### src/rtl/clock_divider_pkg.sv
// Shared constants and the reset half-period derivation for the clock divider.
package clock_divider_pkg;

    localparam int DEFAULT_SYS_CLK_HZ = 50_000_000;
    localparam int DEFAULT_DIV_W      = 16;
    localparam int MAX_CHANNELS       = 8;
    localparam int DEFAULT_OUT_HZ     = 5_000_000;

    function automatic int default_half(input int sys_clk_hz);
        return sys_clk_hz / (2 * DEFAULT_OUT_HZ);
    endfunction

endpackage

### src/rtl/clock_div_chan.sv
// One divided-clock channel: active/pending half-period, counter, enable/stop handling and tick.
module clock_div_chan
    import clock_divider_pkg::*;
#(
    parameter int DIV_W        = DEFAULT_DIV_W,
    parameter int DEFAULT_HALF = default_half(DEFAULT_SYS_CLK_HZ)
) (
    input  logic             clk_in,
    input  logic             reset,
    input  logic             en,
    input  logic             resync,
    input  logic             wr,
    input  logic [DIV_W-1:0] div_val,
    output logic             clk_out,
    output logic             tick
);

    localparam logic [DIV_W-1:0] RESET_HALF = DIV_W'(DEFAULT_HALF);
    localparam logic [DIV_W-1:0] ONE        = DIV_W'(1);

    logic [DIV_W-1:0] half_reg;
    logic [DIV_W-1:0] pend_reg;
    logic [DIV_W-1:0] pend_next;
    logic [DIV_W-1:0] cnt_reg;
    logic             clk_out_reg;
    logic             tick_reg;
    logic             at_boundary;

    assign pend_next   = wr ? div_val : pend_reg;
    assign at_boundary = (cnt_reg == half_reg - ONE);

    always_ff @(posedge clk_in or posedge reset) begin
        if (reset) begin
            half_reg    <= RESET_HALF;
            pend_reg    <= RESET_HALF;
            cnt_reg     <= '0;
            clk_out_reg <= 1'b0;
            tick_reg    <= 1'b0;
        end else begin
            tick_reg <= 1'b0;
            pend_reg <= pend_next;
            if (resync) begin
                // A same-cycle write wins, so the new value shapes the first aligned phase.
                half_reg    <= pend_next;
                cnt_reg     <= '0;
                clk_out_reg <= 1'b0;
            end else if (half_reg == '0) begin
                // Stopped by a zero divisor; a nonzero pending value restarts with a low phase.
                half_reg    <= pend_reg;
                cnt_reg     <= '0;
                clk_out_reg <= 1'b0;
            end else if (!en && !clk_out_reg) begin
                cnt_reg <= '0;
            end else if (at_boundary) begin
                cnt_reg <= '0;
                if (clk_out_reg) begin
                    clk_out_reg <= 1'b0;
                    half_reg    <= pend_reg;
                end else begin
                    clk_out_reg <= 1'b1;
                    tick_reg    <= 1'b1;
                    // A zero divisor only takes effect where the output falls, never while high.
                    if (pend_reg != '0) begin
                        half_reg <= pend_reg;
                    end
                end
            end else begin
                cnt_reg <= cnt_reg + ONE;
            end
        end
    end

    assign clk_out = clk_out_reg;
    assign tick    = tick_reg;

endmodule

### src/rtl/clock_divider.sv
// Multi-channel programmable clock divider: divisor write decode and resync fan-out to channels.
module clock_divider
    import clock_divider_pkg::*;
#(
    parameter int SYS_CLK_HZ   = DEFAULT_SYS_CLK_HZ,
    parameter int CHANNELS     = 2,
    parameter int DIV_W        = DEFAULT_DIV_W,
    parameter int DEFAULT_HALF = default_half(SYS_CLK_HZ)
) (
    input  logic                clk_in,
    input  logic                reset,
    input  logic [CHANNELS-1:0] en,
    input  logic                resync,
    input  logic                div_wr,
    input  logic [2:0]          div_sel,
    input  logic [DIV_W-1:0]    div_val,
    output logic [CHANNELS-1:0] clk_out,
    output logic [CHANNELS-1:0] tick
);

    logic [CHANNELS-1:0] wr_sel;

    generate
        for (genvar gi = 0; gi < CHANNELS; gi++) begin : g_chan
            // Selects at or above CHANNELS match no channel and are dropped.
            assign wr_sel[gi] = div_wr && (div_sel == 3'(gi));

            clock_div_chan #(
                .DIV_W        (DIV_W),
                .DEFAULT_HALF (DEFAULT_HALF)
            ) u_chan (
                .clk_in  (clk_in),
                .reset   (reset),
                .en      (en[gi]),
                .resync  (resync),
                .wr      (wr_sel[gi]),
                .div_val (div_val),
                .clk_out (clk_out[gi]),
                .tick    (tick[gi])
            );
        end
    endgenerate

endmodule

### config.mk
export PLATFORM = sky130hd
export DESIGN_NAME = clock_divider
export DESIGN_NICKNAME = d
export VERILOG_FILES = /design/src/rtl/clock_divider_pkg.sv /design/src/rtl/clock_div_chan.sv /design/src/rtl/clock_divider.sv
export SDC_FILE = /design/constraint.sdc
export NUM_CORES = 1
export LEC_CHECK = 0
export ABC_CLOCK_PERIOD_IN_PS = 3140
export BUFFER_PORTS_ARGS = -buffer_cell sky130_fd_sc_hd__buf_2
export CORE_MARGIN = 4
export CORE_UTILIZATION = 35
export DETAILED_ROUTE_END_ITERATION = 8
export PLACE_DENSITY_LB_ADDON = 0.08
export SYNTH_ARGS = -nofsm -noshare
export SYNTH_HDL_FRONTEND = slang
export SYNTH_SLANG_ARGS = --single-unit
export TNS_END_PERCENT = 30
### constraint.sdc
create_clock -name clk_in -period 3.14 [get_ports clk_in]
set_input_delay 0.157 -clock clk_in [delete_from_list [all_inputs] [get_ports clk_in]]
set_output_delay 0.157 -clock clk_in [all_outputs]
set_load 0.02 [all_outputs]
==> Yosys cells after proc, flatten, opt, wreduce, memory -nomap -nowiden <==
Cells that the tools add are included.
W data, S select, Z words.
{ "op_classes": {"addsub": 4, "n_eq_ne": 5, "mux": 40, "reduce_logical": 21} }
{ "ops": {"columns": ["operator", "n"], "rows": [
  ["$mux W16", 22],
  ["$add A16 B1 Y16 const B", 2],
  ["$eq A16 B16 Y1", 2],
  ["$logic_not A16 Y1", 2],
  ["$reduce_bool A16 Y1", 2],
  ["$sub A16 B1 Y16 const B", 2],
  ["$mux W1", 18],
  ["$reduce_bool A4 Y1", 2],
  ["$ne A3 B2 Y1 const B", 2],
  ["$reduce_and A3 Y1", 2],
  ["$reduce_bool A3 Y1", 2],
  ["$logic_and A1 B1 Y1", 4],
  ["$logic_not A1 Y1", 4],
  ["$reduce_and A2 Y1", 2],
  ["$eq A3 B1 Y1 const B", 1],
  ["$logic_not A3 Y1", 1]
]} }
{ "totals": {"ff_bits": 100, "inputBits": 25, "wordCells": 80} }

==> Logic depth before layout (Yosys ltp) <==
Gate-level depths: netlist of the first run.
{ "depth": {"ltp_word": 7, "depth_mapped": 12} }

==> Modules after synthesis <==
A second synthesis of the first run with hierarchy kept.
{ "unflattened": {"hier_cells": 643, "area_unflattened_um2": 6199.7} }
{ "modules_own_cells": {"columns": ["mod", "instances", "cells_each", "area_per_inst_um2"], "rows": [
  ["clock_div_chan at g_chan[1].u_chan", 1, 363, 3250.6],
  ["clock_div_chan at g_chan[0].u_chan", 1, 278, 2921.6],
  ["clock_divider", 1, 2, 27.5]
]} }

==> Least setup slack after synthesis of the first run <==
No wires, ideal clock.
{ "synth_timing": {"kind": "register to register", "startpoint": "register g_chan[0].u_chan.half_reg[0]", "endpoint": "register g_chan[0].u_chan.cnt_reg[10]", "setup_time_ps": 132, "arrival_ps": 2914, "t_required_ps": 3008, "path_slack_ps": 94, "stages_incl_launch_ff": 12, "path_buffers": 1, "period_less_slack_ps": 3046, "cell_sequence": "dfstp_2 inv_1 ha_1 nor2b_1 o31ai_1 a21oi_1 or4_1 nor4b_1 nand4bb_1 o211ai_1 clkbuf_1 nor2_1"} }
{ "synth_between": {"elab_chain_cells": 6, "elab_cells_between_ends": 7, "cone_classes": "1 x add/sub; 1 x eq/ne; 4 x mux; 1 x reduce/logical"} }
{ "synth_lines": {"columns": ["element", "line_no", "text"], "rows": [
  ["start: declaration", "clock_div_chan.sv:21", "logic [DIV_W-1:0] half_reg;"],
  ["start signal: assignment", "clock_div_chan.sv:44", "half_reg <= pend_next;"],
  ["start signal: assignment", "clock_div_chan.sv:49", "half_reg <= pend_reg;"],
  ["start signal: assignment", "clock_div_chan.sv:58", "half_reg <= pend_reg;"],
  ["$sub A16 B1 Y16", "clock_div_chan.sv:30", "assign at_boundary = (cnt_reg == half_reg - ONE);"],
  ["$eq A16 B16 Y1", "clock_div_chan.sv:30", null],
  ["$mux W16", "clock_div_chan.sv:54", "end else if (at_boundary) begin"],
  ["$mux W16", "clock_div_chan.sv:52", "end else if (!en && !clk_out_reg) begin"],
  ["$mux W16 (*)", "clock_div_chan.sv:47", "end else if (half_reg == '0) begin"],
  ["$mux W16 (*)", "clock_div_chan.sv:42", "if (resync) begin"],
  ["end signal: assignment", "clock_div_chan.sv:68", "cnt_reg <= cnt_reg + ONE;"],
  ["end: declaration", "clock_div_chan.sv:24", "logic [DIV_W-1:0] cnt_reg;"]
]} }
Mark *: on every way between the ends. The rest lies on a longest branch, timed or not.
A chain may end at the register's enable or synchronous reset.

==> Worst setup path after layout of the first run <==
{ "layout_timing": {"startpoint": "register g_chan[1].u_chan.half_reg[1]", "endpoint": "register g_chan[1].u_chan.half_reg[14]"} }
{ "layout_between": {"elab_chain_cells": 4, "elab_cells_between_ends": 9, "cone_classes": "1 x add/sub; 2 x eq/ne; 2 x mux; 4 x reduce/logical"} }
{ "layout_lines": {"columns": ["element", "line_no"], "rows": [
  ["start: declaration", "clock_div_chan.sv:21"],
  ["start signal: assignment", "clock_div_chan.sv:44"],
  ["start signal: assignment", "clock_div_chan.sv:49"],
  ["start signal: assignment", "clock_div_chan.sv:58"],
  ["$sub A16 B1 Y16", "clock_div_chan.sv:30"],
  ["$eq A16 B16 Y1", "clock_div_chan.sv:30"],
  ["$reduce_bool A3 Y1 (no line)", null],
  ["$reduce_and A3 Y1 (no line)", null]
]} }
Several ways; a longest one is shown, not always the timed one.

==> results.py, run 1 <==
metrics = {
    "outcome": {
        "outcome": "finished, final reports clean",
    },
    "yosys": {
        "synth_flop_cell": "sky130_fd_sc_hd__dfrtp_1",
        "synth_top_cell_area_share": 0.411,
        "netlist_instances": 535,
        "synth_seq_area_share": 0.449,
        "async_reset_ff_frac": 1.00,
        "netlist_area_um2": 5600,
        "synth_top_cells_by_area": "sky130_fd_sc_hd__dfrtp_1 41%, sky130_fd_sc_hd__mux2i_1 11%, sky130_fd_sc_hd__mux2_2 6.4%, sky130_fd_sc_hd__xor2_1 5.9%, sky130_fd_sc_hd__xnor2_1 4.5%",
        "synthesis.area_per_instance_um2": 10.5,
        "post_synthesis_cell_type_count": 55,
        "syn_nets": 564,
        "synthesized_flop_and_latch_total": 100,
        "yosysWarnings": 0,
        "synth-edff-count": 0,
        "synth_largest_area_cell": "sky130_fd_sc_hd__dfrtp_1",
    },
    "cts": {
        "post_cts_buffers": 0,
        "clock_tree_from_tritoncts": "done",
        "clockRootBuffer": "sky130_fd_sc_hd__clkbuf_16",
        "cts_num_sinks": 100,
        "clk_transition_reported_paths_ps": 70,
        "cts_inserted_buffers": 9,
        "latest_clock_arrival_within_the_worst_skew_pair_ps": 360,
        "max-clock-path-buffers": 2,
        "clock_tree.htree_level_count": 3,
    },
    "global_routing": {
        "groute.usage.overall": 0.153,
        "grt_start_max_net_pins": 58,
        "grt_pass1_wl_mm": 21.8,
        "antenna_found_initial": 0,
        "globalRouteOverflowTotal": 0,
        "via_count_of_the_first_global_routing_pass": 3985,
    },
    "drt": {
        "detailedRoute.firstIterationViolations": 225,
        "routed-via-count": 3987,
        "drt_pre_antenna_iters": 4,
        "post_route_antenna_net_violation_count": 0,
        "count_of_unresolved_drc_violations_after_routing": 0,
        "vias_per_cell": 5.06,
        "routed_wire_length_per_instance_um": 16.8,
        "totalWireLength_mm": 13.2,
    },
    "sta": {
        "clock-skew-final_ps": 8.00,
        "tns_ps": 0,
        "rsz0062_at_grt": "false",
        "finalSetupViolCount": 0,
        "slew_viol_final": 0,
        "min_period_over_period": 0.938,
        "finalWorstPathRequiredPeriod_ps": 2950,
        "finalHoldViolCount": 0,
        "clock.fmax_mhz": 339,
        "slew_headroom": 0.492,
        "max_slew.worst_pin.slew_ps": 762,
    },
    "floorplan": {
        "floorplan.core_area_um2": 15400,
        "die_area_um2": 18100,
        "chipWidth_um": 134,
        "io_pins": 29,
        "rows": 45,
        "start_util": 0.363,
        "die_height_um": 134,
    },
    "placement": {
        "dp_hpwl_mm": 9.92,
        "portBuffers": 28,
        "gpl.final_weighted_congestion": 0.863,
        "dpl_cells": 771,
    },
    "worst_setup_path": {
        "cp_data_required_time_ps": 3380,
        "worst_setup_path_end_kind": "register",
        "start_kind": "register",
        "worst-path-max-fanout": 4,
        "data_arrival_time_of_the_critical_path_ps": 3190,
        "worst-setup-path-type": "register to register",
    },
    "flow_run": {
        "max_cap_viol_count": 0,
    },
    "layout": {
        "final_cell_count_no_fill": 788,
        "final_nets": 601,
        "synthToLayoutAreaGrowth_pct": 15.1,
        "diodes": 0,
        "post_route_cells_drive_above_1_share": 0.208,
    },
    "hold_path": {
        "hold_class": "input port to register",
    },
    "power": {
        "power_density_nw_per_um2": 613,
        "max-vdd-ir-drop_mv": 0.337,
        "total_leakage_power_nw": 2.88,
    },
}
where the power goes:
part           internal [W]  switching (W)  leakage (nW)
sequential          0.00152       0.000253          1.26
combinational      0.000456       0.000497          1.46
clock              0.000701       0.000524         0.157
metrics by stage:
step                 util  hold slack (ps)  setup slack (ps)  area, µm²  power [W]
floorplan               -              319              94.2       5600    0.00243
global placement    0.395              351              75.8       6090    0.00273
detailed placement  0.395              362              23.5       6090    0.00274
CTS                 0.416             65.1               104       6420    0.00399
global route        0.418             73.4              36.1       6440    0.00420
finish              0.418             76.7               194       6440    0.00395
Yosys cell counts (2+ instances only):
library cell / number
sky130_fd_sc_hd__nor4b_1: 2
sky130_fd_sc_hd__o31ai_1: 2
sky130_fd_sc_hd__ha_1: 4
sky130_fd_sc_hd__or3_1: 6
sky130_fd_sc_hd__clkbuf_1: 14
sky130_fd_sc_hd__nor2_1: 51
sky130_fd_sc_hd__o211a_1: 3
sky130_fd_sc_hd__a21oi_1: 7
sky130_fd_sc_hd__and3_1: 8
sky130_fd_sc_hd__o211ai_1: 3
sky130_fd_sc_hd__and2_1: 2
sky130_fd_sc_hd__xor2_1: 38
sky130_fd_sc_hd__nor3b_1: 3
sky130_fd_sc_hd__o21ai_0: 7
sky130_fd_sc_hd__nand4_1: 14
sky130_fd_sc_hd__a211o_1: 2
sky130_fd_sc_hd__a21o_1: 3
sky130_fd_sc_hd__nand3b_1: 3
sky130_fd_sc_hd__nor4_1: 16
sky130_fd_sc_hd__or2_2: 4
sky130_fd_sc_hd__inv_1: 32
sky130_fd_sc_hd__mux2_2: 32
sky130_fd_sc_hd__dfrtp_1: 92
sky130_fd_sc_hd__nor2b_1: 4
sky130_fd_sc_hd__nor3_1: 13
sky130_fd_sc_hd__o41ai_1: 3
sky130_fd_sc_hd__dfstp_2: 8
sky130_fd_sc_hd__nand2_1: 21
sky130_fd_sc_hd__nand3_1: 21
sky130_fd_sc_hd__xnor2_1: 29
sky130_fd_sc_hd__mux2i_1: 59
sky130_fd_sc_hd__buf_4: 6
worst max-delay path: stages, from the launching register on:
cell and delay, ps:
sky130_fd_sc_hd__dfrtp_1 410, sky130_fd_sc_hd__or4_4 540, sky130_fd_sc_hd__or3_1 360, sky130_fd_sc_hd__a21o_1 210
sky130_fd_sc_hd__a2111oi_4 310, sky130_fd_sc_hd__nand3_1 130, sky130_fd_sc_hd__or3_4 410, sky130_fd_sc_hd__a211o_2 340
sky130_fd_sc_hd__o221a_2 120
placed cells by master, fill, tap and decap left out, drive strengths merged, types with 4 or more instances in the layout:
cell type  netlist  layout
mux2i           59      59
nand4           14      14
mux2            32      32
xor2            38      38
xnor2           29      29
buf              9      48
nor3            13      13
dfstp            8       8
or2              4       4
dfrtp           92      92
nand2           21      21
clkbuf          14      10
a21oi            7       7
inv             32      33
and3             8       8
nand3           21      21
nor4            16      16
or3              8       8
nor2            51      51
o21ai            7       7
ha               4       4
nor2b            4       4
per-layer routing:
metal / part of all wire / vias to the layer above / global-route usage
met3: 0.032 / 10 / 0.0387
li1: - / 1948 / -
met4: 0.0086 / 0 / 0.0334
met2: 0.44 / 44 / 0.224
met1: 0.52 / 1985 / 0.229
met5: 0 / - / 0
cells by family (layout without fill, tap and decap cells):
kind of cell | Yosys count | count (layout) | share of synthesized area
AND/OR/NAND/NOR | 175 | 175 | 0.162
flip-flops | 100 | 100 | 0.449
multiplexers | 91 | 91 | 0.170
XOR/XNOR | 67 | 67 | 0.105
buffers and inverters | 55 | 97 | 0.0452
AO/OA/AOI/OAI | 43 | 43 | 0.0599
adder cells (fa/ha/maj) | 4 | 4 | 0.00894
cell type report:
cell class	instances	area [µm²]
Multi-Input combinational cell	380	2880
Timing Repair Buffer	49	350
Clock inverter	6	87.6
Tap cell	211	264
Fill cell	1546	8990
Sequential cell	100	2510
Clock buffer	10	229
Inverter	32	123
final timing paths:
check	from	slack (ps)	to	cells after the start
max	g_chan[1].u_chan.half_reg[1]$_DFFE_PP0P_	190	g_chan[1].u_chan.half_reg[14]$_DFFE_PP0P_	8
min	div_val[12]	80	g_chan[0].u_chan.pend_reg[12]$_DFF_PP0_	2
max reg2reg	g_chan[1].u_chan.half_reg[1]$_DFFE_PP0P_	190	g_chan[1].u_chan.half_reg[14]$_DFFE_PP0P_	8
min reg2reg	g_chan[0].u_chan.half_reg[2]$_DFFE_PP1P_	500	g_chan[0].u_chan.half_reg[2]$_DFFE_PP1P_	2
max in group asynchronous	reset	1790	g_chan[1].u_chan.pend_reg[0]$_DFF_PP1_	4
min in group asynchronous	reset	500	g_chan[0].u_chan.pend_reg[13]$_DFF_PP0_	3
timing repair:
item | CTS | global route
setup endpoints to repair | 2 | 15
resized for setup | 1 | 3
pin swaps | 0 | 2
hold buffers | 1 | 0
endpoints found under the hold margin | 55 | 0
No activity file was read; power rests on OpenSTA's default activity.
==> inputs of run 2 (changes only) <==
- ABC_AREA: default -> 1
- GPL_TIMING_DRIVEN: default -> 0
==> run 2 against run 1 <==
Effect of this change:
- routed wire length up 23%
- area after synthesis up 11%
- non-clock buffer count up 10
- clock-buffer cell count down 1
- global-route usage up 2.0 points
- sequential power down 5%
- first-iteration DRC count up 58%
- critical endpoint is now g_chan[1].u_chan.half_reg[5]$_DFFE_PP0P_
- clock power up 14%
- die area up 10%
- clock skew up 1.9 ps
- critical path depth up 3
==> results.py, run 2 <==
metrics = {
    "sta": {
        "finalHoldViolCount": 0,
        "rsz0062_at_grt": "false",
        "clock-skew-final_ps": 9.86,
        "max_slew.worst_pin.slew_ps": 679,
        "min_period_over_period": 0.819,
        "fin_worst_hold_slack_ps": 146,
        "finalWorstPathRequiredPeriod_ps": 2570,
        "slew_headroom": 0.547,
        "finalSetupViolCount": 0,
        "clock.fmax_mhz": 389,
        "slew_viol_final": 0,
    },
    "yosys": {
        "syn_nets": 913,
        "synthesis.area_per_instance_um2": 7.00,
        "synth_top_cell_area_share": 0.372,
        "yosysMostFrequentCell": "sky130_fd_sc_hd__nand2_1",
        "synth_top_cells_by_area": "sky130_fd_sc_hd__dfrtp_1 37%, sky130_fd_sc_hd__nand2_1 19%, sky130_fd_sc_hd__nor2_1 5.9%, sky130_fd_sc_hd__inv_1 5.3%, sky130_fd_sc_hd__nand3_1 4.5%",
        "synth.top_cells.by_count": "315 x sky130_fd_sc_hd__nand2_1, 97 x sky130_fd_sc_hd__nor2_1, 92 x sky130_fd_sc_hd__dfrtp_1",
        "synth_largest_area_cell": "sky130_fd_sc_hd__dfrtp_1",
        "synthesized_flop_and_latch_total": 100,
        "post_synthesis_cell_type_count": 34,
        "synth_flop_cell": "sky130_fd_sc_hd__dfrtp_1",
        "async_reset_ff_frac": 1.00,
        "synth-edff-count": 0,
        "netlist_area_um2": 6190,
        "yosysWarnings": 0,
        "netlist_instances": 884,
        "synth_seq_area_share": 0.406,
    },
    "power": {
        "combPwrFrac": 0.303,
        "netSwitchingPower_w": 0.00159,
        "power.sequential.fraction": 0.380,
        "max-vdd-ir-drop_mv": 0.268,
        "share_clk_of_total_power": 0.316,
        "sw_frac_of_total": 0.361,
        "total_leakage_power_nw": 3.53,
        "power.internal_w": 0.00282,
        "power_density_nw_per_um2": 628,
    },
    "layout": {
        "final_nets": 954,
        "final-seq-area_um2": 2510,
        "final_cell_count_no_fill": 1155,
        "synthToLayoutAreaGrowth_pct": 13.4,
        "fillerInstances": 1860,
        "layout.cell_area.non_filler_um2": 7020,
        "layout.cells.most_common": "sky130_fd_sc_hd__nand2_1",
        "diodes": 0,
        "finalCoreUtilization": 0.406,
        "post_route_cells_drive_above_1_share": 0.0978,
        "commonest_non_fill_non_tap_cells_in_the_layout": "315 x sky130_fd_sc_hd__nand2_1, 97 x sky130_fd_sc_hd__nor2_1, 92 x sky130_fd_sc_hd__dfrtp_1",
        "multi_input_gate_area_um2": 3180,
    },
    "outcome": {
        "outcome": "finished, final reports clean",
    },
    "flow_run": {
        "max_cap_viol_count": 0,
    },
    "floorplan": {
        "die_area_um2": 19900,
        "rows": 48,
        "chipWidth_um": 141,
        "die_height_um": 141,
        "floorplan.core_area_um2": 17300,
        "io_pins": 29,
        "start_util": 0.358,
    },
    "hold_path": {
        "hp-start": "div_val[11]",
        "timing.hold.worst_endpoint": "g_chan[0].u_chan.pend_reg[11]$_DFF_PP0_",
        "hold_class": "input port to register",
        "timing.hold.worst_path_depth": 3,
    },
    "worst_setup_path": {
        "worst_setup_path_end_kind": "register",
        "r2r_slack_ps": 570,
        "cp_data_required_time_ps": 3380,
        "worst-setup-path-type": "register to register",
        "worst-path-max-fanout": 10,
        "timing.rr.start": "g_chan[1].u_chan.half_reg[0]$_DFFE_PP1P_",
        "r2r_end": "g_chan[1].u_chan.half_reg[5]$_DFFE_PP0P_",
        "timing.reg2reg.worst_path_depth": 11,
        "start_kind": "register",
        "data_arrival_time_of_the_critical_path_ps": 2810,
    },
    "cts": {
        "latest_clock_arrival_within_the_worst_skew_pair_ps": 360,
        "post_cts_buffers": 0,
        "cts_inserted_buffers": 9,
        "clock_tree.htree_level_count": 3,
        "max-clock-path-buffers": 2,
        "clock_tree_from_tritoncts": "done",
        "cts_num_sinks": 100,
        "clockRootBuffer": "sky130_fd_sc_hd__clkbuf_16",
        "clk_transition_reported_paths_ps": 70,
    },
    "drt": {
        "routed-via-count": 5490,
        "vias_per_cell": 4.75,
        "routed_wire_length_per_instance_um": 14.1,
        "detailedRoute.firstIterationViolations": 356,
        "post_route_antenna_net_violation_count": 0,
        "count_of_unresolved_drc_violations_after_routing": 0,
        "drt_pre_antenna_iters": 4,
        "totalWireLength_mm": 16.3,
    },
    "placement": {
        "dp_hpwl_mm": 12.8,
        "gpl.final_weighted_congestion": 0.809,
        "portBuffers": 28,
        "dpl_cells": 1138,
        "postPlaceCellArea_um2": 6640,
    },
    "global_routing": {
        "grt_start_max_net_pins": 52,
        "via_count_of_the_first_global_routing_pass": 5439,
        "groute.usage.overall": 0.174,
        "antenna_found_initial": 0,
        "globalRouteOverflowTotal": 0,
        "grt_pass1_wl_mm": 27.7,
    },
}
[run 2: cell count changes in the layout (fill, tap and decap cells not counted), moves of 32 or more]
| cell | before | now |
|---|---|---|
| sky130_fd_sc_hd__o21ai_0 | 7 | 47 |
| sky130_fd_sc_hd__mux2i_1 | 59 | 0 |
| sky130_fd_sc_hd__nand2_1 | 20 | 315 |
| sky130_fd_sc_hd__inv_1 | 31 | 86 |
| sky130_fd_sc_hd__nor2_1 | 51 | 97 |
| sky130_fd_sc_hd__mux2_2 | 32 | 0 |
| sky130_fd_sc_hd__nand3_1 | 20 | 56 |
[run 2: critical path, cell delays in order (launching register included)]
cell,delay (ps)
sky130_fd_sc_hd__dfstp_2,580
sky130_fd_sc_hd__inv_1,110
sky130_fd_sc_hd__ha_1,270
sky130_fd_sc_hd__nand2_2,170
sky130_fd_sc_hd__nor2_4,80
sky130_fd_sc_hd__nand4_1,100
sky130_fd_sc_hd__nand2_1,80
sky130_fd_sc_hd__nor2_1,190
sky130_fd_sc_hd__nand4_1,360
sky130_fd_sc_hd__buf_2,310
sky130_fd_sc_hd__nand4_1,130
sky130_fd_sc_hd__nand2_1,70
[run 2: cell type report]
| class | instances | area share |
|---|---|---|
| Buffer | 29 | 0.0212 |
| Multi-Input combinational cell | 663 | 0.453 |
| Sequential cell | 100 | 0.358 |
| Inverter | 92 | 0.0495 |
| Tap cell | 225 | 0.0401 |
| Clock buffer | 9 | 0.0321 |
| Clock inverter | 7 | 0.0207 |
| Timing Repair Buffer | 30 | 0.0253 |
[run 2: worst max path at each step]
stage                                                   from                                        to  slack, ps  cells after the start
CTS                 g_chan[1].u_chan.half_reg[0]$_DFFE_PP1P_  g_chan[1].u_chan.half_reg[5]$_DFFE_PP0P_        570                     11
global route        g_chan[1].u_chan.half_reg[0]$_DFFE_PP1P_  g_chan[1].u_chan.half_reg[5]$_DFFE_PP0P_        320                     11
finish              g_chan[1].u_chan.half_reg[0]$_DFFE_PP1P_  g_chan[1].u_chan.half_reg[5]$_DFFE_PP0P_        570                     11
floorplan                                              reset      g_chan[0].u_chan.clk_out$_DFFE_PP0P_        380                      1
detailed placement  g_chan[1].u_chan.half_reg[0]$_DFFE_PP1P_  g_chan[1].u_chan.half_reg[5]$_DFFE_PP0P_        590                     11
global placement                                       reset   g_chan[1].u_chan.pend_reg[10]$_DFF_PP0_      -1150                      2
[run 2: per-stage QoR]
step | power (W) | setup TNS [ps] | worst slack, ps
6_report | 0.00441 | 0 | 569
5_1_grt | 0.00477 | 0 | 317
4_1_cts | 0.00447 | 0 | 568
3_5_place_dp | 0.00305 | 0 | 586
3_3_place_gp | 0.00304 | -105240 | -1150
2_1_floorplan | 0.00271 | 0 | 377
[run 2: power groups by stage]
stage / Clock, W / Combinational, W / Sequential [W]
2_1_floorplan: 0 / 0.00108 / 0.00163
3_3_place_gp: 0 / 0.00134 / 0.00170
3_5_place_dp: 0 / 0.00135 / 0.00170
4_1_cts: 0.00143 / 0.00135 / 0.00168
5_1_grt: 0.00149 / 0.00157 / 0.00171
6_report: 0.00140 / 0.00134 / 0.00168
[run 2: cell families (layout without fill, tap and decap cells)]
kind of cell               Yosys count  after routing  share of synthesized area
AOI/OAI and AO/OA                   56             56                     0.0463
adders and majority gates            4              4                    0.00808
DFF                                100            100                      0.406
and+or+nand+nor                    556            556                      0.393
buffers and inverters              121            167                     0.0798
xor gates and xnor gates            47             47                     0.0665
[run 2: routing by layer]
layer,GRT usage,share of wire
met1,0.257,0.52
met2,0.264,0.44
met3,0.0227,0.028
met4,0.0541,0.017
met5,0,0
[run 2: repair_timing]
| item | in CTS | in global routing |
|---|---|---|
| resized for setup | 0 | 0 |
| hold endpoints to repair | 49 | 0 |
| setup endpoints to repair | 0 | 0 |
| hold buffers | 1 | 0 |
==> inputs of run 3 (changes only) <==
- ABC_CLOCK_PERIOD_IN_PS: 3140 -> 2300
- clock period: 3.14 -> 2.3 ns (I/O delays scaled with it)
==> run 3 against run 2 <==
Effect of this change:
- maximum frequency is 15% higher
- design area is 4.6% higher
- flip-flop and latch count did not move
- global-route usage is 0.21 points higher
- via count rose by 2.4%
- worst setup slack got worse by 500 ps
- clock-buffer cell count grew 3
- largest power group unchanged
- highest routed layer unchanged
==> results.py, run 3 (synthesis results as in run 2) <==
metrics = {
    "placement": {
        "portBuffers": 28,
        "gpl.final_weighted_congestion": 0.825,
        "dpl_cells": 1139,
        "dp_hpwl_mm": 12.8,
    },
    "outcome": {
        "outcome": "finished, final reports clean",
    },
    "layout": {
        "final-seq-area_um2": 2520,
        "synthToLayoutAreaGrowth_pct": 18.6,
        "final_nets": 975,
        "diodes": 0,
        "commonest_non_fill_non_tap_cells_in_the_layout": "293 x sky130_fd_sc_hd__nand2_1, 89 x sky130_fd_sc_hd__nor2_1, 86 x sky130_fd_sc_hd__dfrtp_1",
        "post_route_cells_drive_above_1_share": 0.170,
        "fillerInstances": 1853,
        "multi_input_gate_area_um2": 3360,
        "finalCoreUtilization": 0.425,
        "final_cell_count_no_fill": 1176,
        "layout.cells.most_common": "sky130_fd_sc_hd__nand2_1",
    },
    "global_routing": {
        "grt_start_max_net_pins": 41,
        "globalRouteOverflowTotal": 0,
        "groute.usage.overall": 0.176,
        "antenna_found_initial": 0,
        "grt_pass1_wl_mm": 28.0,
        "via_count_of_the_first_global_routing_pass": 5427,
    },
    "power": {
        "design_power_total_w": 0.00604,
        "max-vdd-ir-drop_mv": 0.402,
        "total_leakage_power_nw": 3.63,
        "power_density_nw_per_um2": 822,
    },
    "cts": {
        "clock_tree_from_tritoncts": "done",
        "max-clock-path-buffers": 2,
        "clock_tree.htree_level_count": 3,
        "latest_clock_arrival_within_the_worst_skew_pair_ps": 350,
        "cts_num_sinks": 100,
        "cts_inserted_buffers": 9,
        "clk_transition_reported_paths_ps": 70,
        "clockRootBuffer": "sky130_fd_sc_hd__clkbuf_16",
    },
    "floorplan": {
        "chipWidth_um": 141,
        "die_height_um": 141,
        "rows": 48,
        "io_pins": 29,
        "floorplan.core_area_um2": 17300,
        "start_util": 0.358,
        "die_area_um2": 19900,
    },
    "worst_setup_path": {
        "start_kind": "register",
        "timing.reg2reg.worst_path_depth": 17,
        "worst-setup-path-type": "register to register",
        "cp_data_required_time_ps": 2590,
        "r2r_end": "g_chan[0].u_chan.half_reg[3]$_DFFE_PP0P_",
        "worst_setup_path_end_kind": "register",
        "worst-path-max-fanout": 5,
        "timing.rr.start": "g_chan[0].u_chan.half_reg[0]$_DFFE_PP1P_",
        "r2r_slack_ps": 70,
        "data_arrival_time_of_the_critical_path_ps": 2520,
    },
    "hold_path": {
        "timing.hold.worst_endpoint": "g_chan[1].u_chan.pend_reg[2]$_DFF_PP1_",
        "hp-start": "div_val[2]",
        "timing.hold.worst_path_depth": 3,
        "hold_class": "input port to register",
    },
    "sta": {
        "max_slew.worst_pin.slew_ps": 634,
        "finalHoldViolCount": 0,
        "clock-skew-final_ps": 7.48,
        "clock.fmax_mhz": 449,
        "slew_headroom": 0.577,
        "fin_worst_hold_slack_ps": 94.2,
        "tns_ps": 0,
        "rsz0062_at_grt": "true",
        "finalSetupViolCount": 0,
        "finalWorstPathRequiredPeriod_ps": 2230,
        "slew_viol_final": 0,
        "min_period_over_period": 0.968,
    },
    "drt": {
        "drt_pre_antenna_iters": 4,
        "post_route_antenna_net_violation_count": 0,
        "totalWireLength_mm": 16.6,
        "vias_per_cell": 4.78,
        "routed-via-count": 5624,
        "detailedRoute.firstIterationViolations": 298,
        "count_of_unresolved_drc_violations_after_routing": 0,
        "routed_wire_length_per_instance_um": 14.1,
    },
    "flow_run": {
        "max_cap_viol_count": 0,
    },
}
## run 3: cell type report
cell class,instances,area share
buffer,29,0.0230
clock inverter,4,0.0101
sequential,100,0.343
clock buffer,12,0.0336
tap,225,0.0383
inverter,92,0.0479
timing repair buffer,51,0.0470
multi-input combinational,663,0.457
## run 3: metrics by stage
| stage | instance area [µm²] | worst slack, ps |
|---|---|---|
| 6_report | 7340 | 72.9 |
| 5_1_grt | 7340 | -113 |
| 4_1_cts | 7110 | -1.77 |
| 3_5_place_dp | 6660 | -246 |
| 3_3_place_gp | 6620 | -260 |
| 2_1_floorplan | 6190 | 165 |
## run 3: critical path: stages, from the launching register on
cell and delay (ps):
sky130_fd_sc_hd__dfstp_2 540, sky130_fd_sc_hd__inv_2 50, sky130_fd_sc_hd__ha_4 270, sky130_fd_sc_hd__inv_2 30
sky130_fd_sc_hd__nand2_2 40, sky130_fd_sc_hd__nand2_2 60, sky130_fd_sc_hd__nor2_4 80, sky130_fd_sc_hd__nand2_1 50
sky130_fd_sc_hd__nor2_1 120, sky130_fd_sc_hd__nand2_1 60, sky130_fd_sc_hd__nor2_1 120, sky130_fd_sc_hd__nand2_1 90
sky130_fd_sc_hd__nor2_4 130, sky130_fd_sc_hd__nand4_4 140, sky130_fd_sc_hd__nand2_4 130, sky130_fd_sc_hd__buf_6 130
sky130_fd_sc_hd__nand2_1 70, sky130_fd_sc_hd__nand2_1 50
## run 3: routing by layer
metal | GRT usage | share of wire
met1 | 0.267 | 0.53
met2 | 0.262 | 0.44
met3 | 0.0159 | 0.020
met4 | 0.0586 | 0.014
met5 | 0 | 0
## run 3: how the worst max path moves through the flow
stage | slack [ps] | from | end | cells past startpoint
finish | 70 | g_chan[0].u_chan.half_reg[0]$_DFFE_PP1P_ | g_chan[0].u_chan.half_reg[3]$_DFFE_PP0P_ | 17
global placement | -260 | g_chan[0].u_chan.half_reg[0]$_DFFE_PP1P_ | g_chan[0].u_chan.cnt_reg[11]$_DFF_PP0_ | 11
detailed placement | -250 | g_chan[1].u_chan.half_reg[0]$_DFFE_PP1P_ | g_chan[1].u_chan.half_reg[3]$_DFFE_PP0P_ | 11
CTS | -2 | g_chan[0].u_chan.half_reg[0]$_DFFE_PP1P_ | g_chan[0].u_chan.half_reg[10]$_DFFE_PP0P_ | 17
floorplan | 160 | g_chan[0].u_chan.half_reg[0]$_DFFE_PP1P_ | g_chan[0].u_chan.half_reg[15]$_DFFE_PP0P_ | 16
global route | -110 | g_chan[0].u_chan.half_reg[2]$_DFFE_PP1P_ | g_chan[0].u_chan.cnt_reg[4]$_DFF_PP0_ | 12
## run 3: power by group
part           internal [W]  switching (W)
combinational      0.000785        0.00127
sequential          0.00202       0.000297
clock              0.000985       0.000675
total               0.00379        0.00225
## run 3: what timing repair did
| action | in CTS | in global routing |
|---|---|---|
| hold buffers | 1 | 0 |
| gates resized for setup | 17 | 55 |
| endpoints found under the hold margin | 20 | 0 |
| gates cloned | 1 | 1 |
| setup endpoints to repair | 53 | 60 |
| pin swaps | 11 | 22 |
| buffers inserted | 8 | 10 |
